===== src/rtl/iir_pkg.sv =====
// rtl/iir_pkg.sv - shared Q-format constants, FSM states, cfg fields and saturation helper
package iir_pkg;

    localparam int FRAC     = 12;
    localparam int SAMPLE_W = 16;
    localparam int PROD_W   = 32;
    localparam int ACC_W    = 40;

    localparam int CFG_COEF_LSB = 0;
    localparam int CFG_COEF_W   = 16;
    localparam int CFG_DLY_LSB  = 16;
    localparam int CFG_DLY_W    = 4;

    typedef enum logic [1:0] {
        ST_IDLE = 2'd0,
        ST_MAC  = 2'd1,
        ST_OUT  = 2'd2
    } state_e;

    // Returns {clipped, sample}: accumulator scaled back to Q4.12 (floor), clamped to 16 bits.
    function automatic logic [SAMPLE_W:0] sat16(input logic signed [ACC_W-1:0] acc);
        logic signed [ACC_W-1:0] sh;
        sh = acc >>> FRAC;
        if (sh > 40'sd32767) begin
            return {1'b1, 16'h7FFF};
        end else if (sh < -40'sd32768) begin
            return {1'b1, 16'h8000};
        end else begin
            return {1'b0, sh[SAMPLE_W-1:0]};
        end
    endfunction

endpackage


===== src/rtl/iir_mac_unit.sv =====
// rtl/iir_mac_unit.sv - shared 16x16 multiply with 40-bit add/subtract accumulator
module iir_mac_unit
    import iir_pkg::*;
(
    input  logic                       clk,
    input  logic                       rst,
    input  logic signed [SAMPLE_W-1:0] coef,
    input  logic signed [SAMPLE_W-1:0] operand,
    input  logic                       sub,
    input  logic                       clr,
    input  logic                       en,
    output logic signed [ACC_W-1:0]    acc
);

    logic signed [PROD_W-1:0] prod;
    logic signed [ACC_W-1:0]  acc_d;
    logic signed [ACC_W-1:0]  acc_q;

    // Full-precision Q8.24 product, then clear / accumulate / subtract.
    always_comb begin
        prod  = PROD_W'(coef) * PROD_W'(operand);
        acc_d = acc_q;
        if (clr) begin
            acc_d = '0;
        end else if (en) begin
            acc_d = sub ? (acc_q - ACC_W'(prod)) : (acc_q + ACC_W'(prod));
        end
    end

    // Accumulator register.
    always_ff @(posedge clk or negedge rst) begin
        if (!rst) begin
            acc_q <= '0;
        end else begin
            acc_q <= acc_d;
        end
    end

    assign acc = acc_q;

endmodule


===== src/rtl/iir_tap_scheduler.sv =====
// rtl/iir_tap_scheduler.sv - time-multiplexed IIR controller: FSM, history buffers, tap table
module iir_tap_scheduler
    import iir_pkg::*;
#(
    parameter int NB   = 3,
    parameter int NA   = 6,
    parameter int HIST = 16
) (
    input  logic                       clk,
    input  logic                       rst,
    input  logic                       in_valid,
    output logic                       in_ready,
    input  logic signed [SAMPLE_W-1:0] x_in,
    output logic                       out_valid,
    input  logic                       out_ready,
    output logic signed [SAMPLE_W-1:0] y_out,
    output logic                       y_sat,
    input  logic                       cfg_we,
    input  logic [3:0]                 cfg_addr,
    input  logic [19:0]                cfg_data,
    output logic                       cfg_err,
    output logic                       busy
);

    localparam int NT = NB + NA;
    localparam int PW = $clog2(HIST);
    localparam int TW = 4;

    state_e                     state_q, state_d;
    logic [TW-1:0]              tap_q, tap_d;
    logic [PW-1:0]              wptr_q, wptr_d;
    logic                       cfg_err_q, cfg_err_d;
    logic signed [SAMPLE_W-1:0] coef_q [NT];
    logic signed [SAMPLE_W-1:0] coef_d [NT];
    logic [CFG_DLY_W-1:0]       dly_q  [NT];
    logic [CFG_DLY_W-1:0]       dly_d  [NT];
    logic signed [SAMPLE_W-1:0] x_hist_q [HIST];
    logic signed [SAMPLE_W-1:0] x_hist_d [HIST];
    logic signed [SAMPLE_W-1:0] y_hist_q [HIST];
    logic signed [SAMPLE_W-1:0] y_hist_d [HIST];

    logic signed [SAMPLE_W-1:0] cur_coef;
    logic [CFG_DLY_W-1:0]       cur_dly;
    logic [PW-1:0]              rd_ptr;
    logic                       is_fb;
    logic signed [SAMPLE_W-1:0] operand;
    logic                       mac_clr;
    logic                       mac_en;
    logic signed [ACC_W-1:0]    acc;
    logic [SAMPLE_W:0]          sat_w;
    logic                       cfg_addr_ok;

    // Current tap's coefficient and history operand; feedback with d=0 would read y[n], so it reads 0.
    always_comb begin
        cur_coef = coef_q[tap_q];
        cur_dly  = dly_q[tap_q];
        rd_ptr   = wptr_q - PW'(cur_dly);
        is_fb    = ({1'b0, tap_q} >= 5'(NB));
        if (is_fb) begin
            operand = (cur_dly == '0) ? '0 : y_hist_q[rd_ptr];
        end else begin
            operand = x_hist_q[rd_ptr];
        end
    end

    iir_mac_unit u_mac (
        .clk     (clk),
        .rst     (rst),
        .coef    (cur_coef),
        .operand (operand),
        .sub     (is_fb),
        .clr     (mac_clr),
        .en      (mac_en),
        .acc     (acc)
    );

    assign sat_w       = sat16(acc);
    assign y_out       = sat_w[SAMPLE_W-1:0];
    assign y_sat       = sat_w[SAMPLE_W];
    assign in_ready    = (state_q == ST_IDLE);
    assign out_valid   = (state_q == ST_OUT);
    assign busy        = (state_q != ST_IDLE);
    assign cfg_err     = cfg_err_q;
    assign cfg_addr_ok = ({1'b0, cfg_addr} < 5'(NT));

    // Sequencing: accept sample, walk the tap list, hold result, commit history on handshake; tap table writes.
    always_comb begin
        state_d   = state_q;
        tap_d     = tap_q;
        wptr_d    = wptr_q;
        x_hist_d  = x_hist_q;
        y_hist_d  = y_hist_q;
        coef_d    = coef_q;
        dly_d     = dly_q;
        cfg_err_d = 1'b0;
        mac_clr   = 1'b0;
        mac_en    = 1'b0;
        case (state_q)
            ST_IDLE: begin
                if (in_valid) begin
                    x_hist_d[wptr_q] = x_in;
                    mac_clr          = 1'b1;
                    tap_d            = '0;
                    state_d          = ST_MAC;
                end
            end
            ST_MAC: begin
                mac_en = 1'b1;
                if (tap_q == TW'(NT - 1)) begin
                    state_d = ST_OUT;
                end else begin
                    tap_d = tap_q + TW'(1);
                end
            end
            ST_OUT: begin
                if (out_ready) begin
                    y_hist_d[wptr_q] = y_out;
                    wptr_d           = wptr_q + PW'(1);
                    state_d          = ST_IDLE;
                end
            end
            default: state_d = ST_IDLE;
        endcase
        if (cfg_we) begin
            if ((state_q == ST_IDLE) && cfg_addr_ok) begin
                coef_d[cfg_addr] = cfg_data[CFG_COEF_LSB +: CFG_COEF_W];
                dly_d[cfg_addr]  = cfg_data[CFG_DLY_LSB +: CFG_DLY_W];
            end else begin
                cfg_err_d = 1'b1;
            end
        end
    end

    // State, pointers, tap table and history buffers.
    always_ff @(posedge clk or negedge rst) begin
        if (!rst) begin
            state_q   <= ST_IDLE;
            tap_q     <= '0;
            wptr_q    <= '0;
            cfg_err_q <= 1'b0;
            coef_q    <= '{default: '0};
            dly_q     <= '{default: '0};
            x_hist_q  <= '{default: '0};
            y_hist_q  <= '{default: '0};
        end else begin
            state_q   <= state_d;
            tap_q     <= tap_d;
            wptr_q    <= wptr_d;
            cfg_err_q <= cfg_err_d;
            coef_q    <= coef_d;
            dly_q     <= dly_d;
            x_hist_q  <= x_hist_d;
            y_hist_q  <= y_hist_d;
        end
    end

endmodule


===== config.mk =====
export PLATFORM = sky130hd
export DESIGN_NAME = iir_tap_scheduler
export DESIGN_NICKNAME = d
export VERILOG_FILES = /design/src/rtl/iir_pkg.sv /design/src/rtl/iir_mac_unit.sv /design/src/rtl/iir_tap_scheduler.sv
export SDC_FILE = /design/constraint.sdc
export NUM_CORES = 2
export LEC_CHECK = 0
export ABC_AREA = 1
export CAP_MARGIN = 10
export CORE_MARGIN = 4
export CORE_UTILIZATION = 64
export CTS_CLUSTER_DIAMETER = 30
export DETAILED_ROUTE_END_ITERATION = 16
export PLACE_DENSITY = 0.81
export RECOVER_POWER = 100
export SLEW_MARGIN = 5
export SYNTH_ARGS = -nofsm -noshare
export SYNTH_HDL_FRONTEND = slang
export SYNTH_HIERARCHICAL = 1
export SYNTH_SLANG_ARGS = --single-unit

===== constraint.sdc =====
create_clock -name clk -period 13.4 [get_ports clk]
set_clock_uncertainty 0.1 [all_clocks]
set_input_delay 2.01 -clock clk [delete_from_list [all_inputs] [get_ports clk]]
set_output_delay 2.01 -clock clk [all_outputs]
set_load 0.02 [all_outputs]

==> summary.md <==
| Metric | Value |
|---|---|
| Nets | 6654 |
| Multi-input logic area | between 0.02 and 0.03 mm² |
| Post-place instance area | between 0.04 and 0.05 mm² |
| Syn-to-layout area delta | 12.3% |
| Area contributors post-synth | dfrtp_1 (38%), nand2_1 (13%), fa_1 (11%) |
| Fin crit share | 94.7% |
| Post-CTS sizing | 0 |
| Worst-Margin Slew | approximately 7 ns |
| Mux cell area share after synthesis | 0% |
| Cell taking the most area after synthesis | dfrtp_1 |
| Critical R2R Capture | u_mac/acc[37] |
| Mapped Nets | between 6000 and 7000 |
| Hold_buf cts | 0 |
| DR iter-0 viols | around 4900 |
| Setup bufs post-CTS | 0 |
| Final wirelength | ~140000 µm |
| Routing usage on met2 | 56.4% |
| Worst-path clk slew | roughly 0.050 ns |
| Post-synthesis sequential area ratio | 38.2% |
| I/O Buffers | 65 |
| Crit-path max FO | between 40 and 50 |
| Syn_area_per_cell | ~7.7 µm² |
| H-tree Lvls | 4 |
| Max-slew violations | approximately 2100 |
| Worst Path Required | roughly 14 ns |
| Tmin final | 12.68 ns |
| Clk sinks | 743 |
| Largest net degree at the start of global routing | 195 |
| Synth Area in Simple Gates | about a quarter |
| Top-area cell type share of the netlist area | about two fifths |
| R2R setup slack | around 0.7 ns |
| Die height | 284 µm |
| Largest family of logic cells by synthesized area | simple AND/OR/NAND/NOR gates |
| Maximum clock rate | 78.8 MHz |
| CTS tree | done |
| FF/Latch Area | 0.0186 mm² |
| Diode count | 0 |
| Core ar. | 0.0749 mm² |
| Outcome | complete, but fails checks |
| Xor/xnor cell area share of the yosys netlist | approximately 1.1% |
| Dpl cells | about 7000 |
| Top_reg_cell synth | dfrtp_1 |
| Max Cap Viol | 45 |
| Failing checks | max-capacitance violations, max-slew violations |
| Vias in the first global route | around 44000 |
| CP endpoint | u_mac/acc[37] |
| FF+latch count, synth | about 740 |
| Final Wtd Congestion | 0.948 |
| Grt ovf | 0 |
| Critical R2R Launch | tap_q[0] |
| Most frequent cell after synthesis | nand2_1 |
| RSZ-0062 raised after global routing | false |
| DRT Pass-1 Iters | 8 |
| Cell mode on critical path | nand2_1 |
| Worst Setup SP | tap_q[0] |
| # fillers | ~5600 |
| Max Buffers Root-to-Sink | 3 |
| Final HPWL DP | a little under 90000 µm |
| Met3 usage in global routing | under 10% |
| WL/cell | 19.0 µm |
| Layout Cells excl Fill | 7306 |
| Global-route wire length before repair | 226000 µm |
| Worst hold path type | register to register |
| Yosys warning count | 6 |
| Max incr delay on CP | between 0.6 and 0.7 ns |
| Final instance area | approximately 0.055 mm² |
| Via density | approximately 6 |
| Number of antenna violations at the first check in global routing | 0 |
| Root Buffer | clkbuf_16 |
| Total CTS buffers | about 150 |
| Die ar. | just over 0.08 mm² |
| Synth Area in Adders | 14.2% |
| Most Crowded Layer GR | met2 |
| Worst-skew pair later-pin latency | 0.77 ns |
| Ys async rst share | 100% |
| Ports | 66 |
| Post-synth top cells | nand2_1 (1700), inv_1 (747), dfrtp_1 (743) |
| Starting Density | approximately two thirds |
| ANT nets after route | 0 |
| # setup viols final | 0 |
| Drt drc | 0 |
| Slew Limit Headroom | -369% |
| Worst Setup End Kind | register |
| Final Core Density | 73.0% |
| WS Path Type | register to register |
| Mapped cell area | a little under 0.05 mm² |
| Setup Total Neg Slack | 0 ns |
| R2R cell count | between 50 and 60 |
| GR Layer Usage met1 | 45.4% |
| Die Wd | 284 µm |
| Netlist cell types | 60 |
| Post-synth EDFFs | 0 |
| Gate Count Post-Synth | ~6300 |
| FP Rows | 100 |
| GRT Overall Usage | between 30% and 40% |
| Worst Setup Start Kind | register |
| DR vias | around 44000 |
| Slowest cell on crit path | nand2_1 |
| Complex-gate fraction of the synthesized area | 12.6% |
| CP arrival | between 10 and 15 ns |
| Share of layout cells above drive strength 1 | around 6.4% |
| Final hold vios | 0 |
-- final cells by class --
class                      instances  area share, %
clock inverter                    89           2.51
timing repair buffer             153           2.24
multi-input combinational       4398           46.4
clock buffer                     183           7.27
tap                              969           2.22
sequential                       743           34.0
inverter                         771           5.32
-- cell families (layout without fill, tap and decap cells) --
logic type,Yosys count,count (layout)
simple gates,2840,2840
buf+inv,1176,1196
compound gates,1106,1106
flops,743,743
fa+ha+maj,395,395
xor+xnor,57,57
-- through the flow --
stage	hold slack [ns]	setup WS, ns
global placement	0.361	0.937
finish	0.378	0.716
floorplan	0.348	2.95
CTS	0.379	0.628
global route	0.395	0.00678
detailed placement	0.368	0.747
-- layer usage --
layer	wire length [µm]	part of all wire, %	up-vias
met1	54900	40	21160
met5	0	0	-
li1	-	-	20032
met2	65500	47	2221
met3	12700	9.1	392
met4	5570	4.0	0
-- placed cells by master (no fill, tap or decap), types with 19 or more instances in the layout --
master and n:
a21oi_1 169, clkinv_2 19, dlygate4sd3_1 22, fa_1 262
o221ai_1 25, clkbuf_1 64, nand2_1 1701, bufinv_16 19
inv_1 750, xor2_1 35, clkbuf_16 147, clkdlybuf4s50_1 42
buf_4 35, dfrtp_1 742, a31oi_1 245, ha_1 130
o21ai_0 593, nand4_1 31, nand3b_1 20, nand3_1 486
nand2_2 28, xnor2_1 20, nor2_1 492, nor2_2 25
-- sequential cells by signal, summed over array words and instances (netlist names) --
| register | flops |
|---|---|
| cfg_err | 1 |
| coef_q | 144 |
| dly_q | 36 |
| state_q | 2 |
| tap_q | 4 |
| u_mac/acc | 40 |
| wptr_q | 4 |
| x_hist_q | 256 |
| y_hist_q | 256 |
-- worst min path at each step --
stage / start / end / slack, ns / cells after the start
floorplan: coef_q[100] / coef_q[100] / 0.35 / 2
global placement: coef_q[125] / coef_q[125] / 0.36 / 2
detailed placement: coef_q[122] / coef_q[122] / 0.37 / 2
CTS: coef_q[108] / coef_q[108] / 0.38 / 2
global route: coef_q[141] / coef_q[141] / 0.40 / 2
finish: coef_q[45] / coef_q[45] / 0.38 / 2
-- critical path: cells and delay by family, from the launching register on --
kind / cells / cell delay (ns)
simple gates: 29 / 4.47
fa+ha+maj: 9 / 4.28
compound gates: 11 / 1.86
buf+inv: 9 / 1.25
flops: 1 / 0.41
xor+xnor: 1 / 0.19
Power is left out: the tool's default activity adds up to more than one toggle a clock period on the data nets, which glitch-free logic cannot reach.
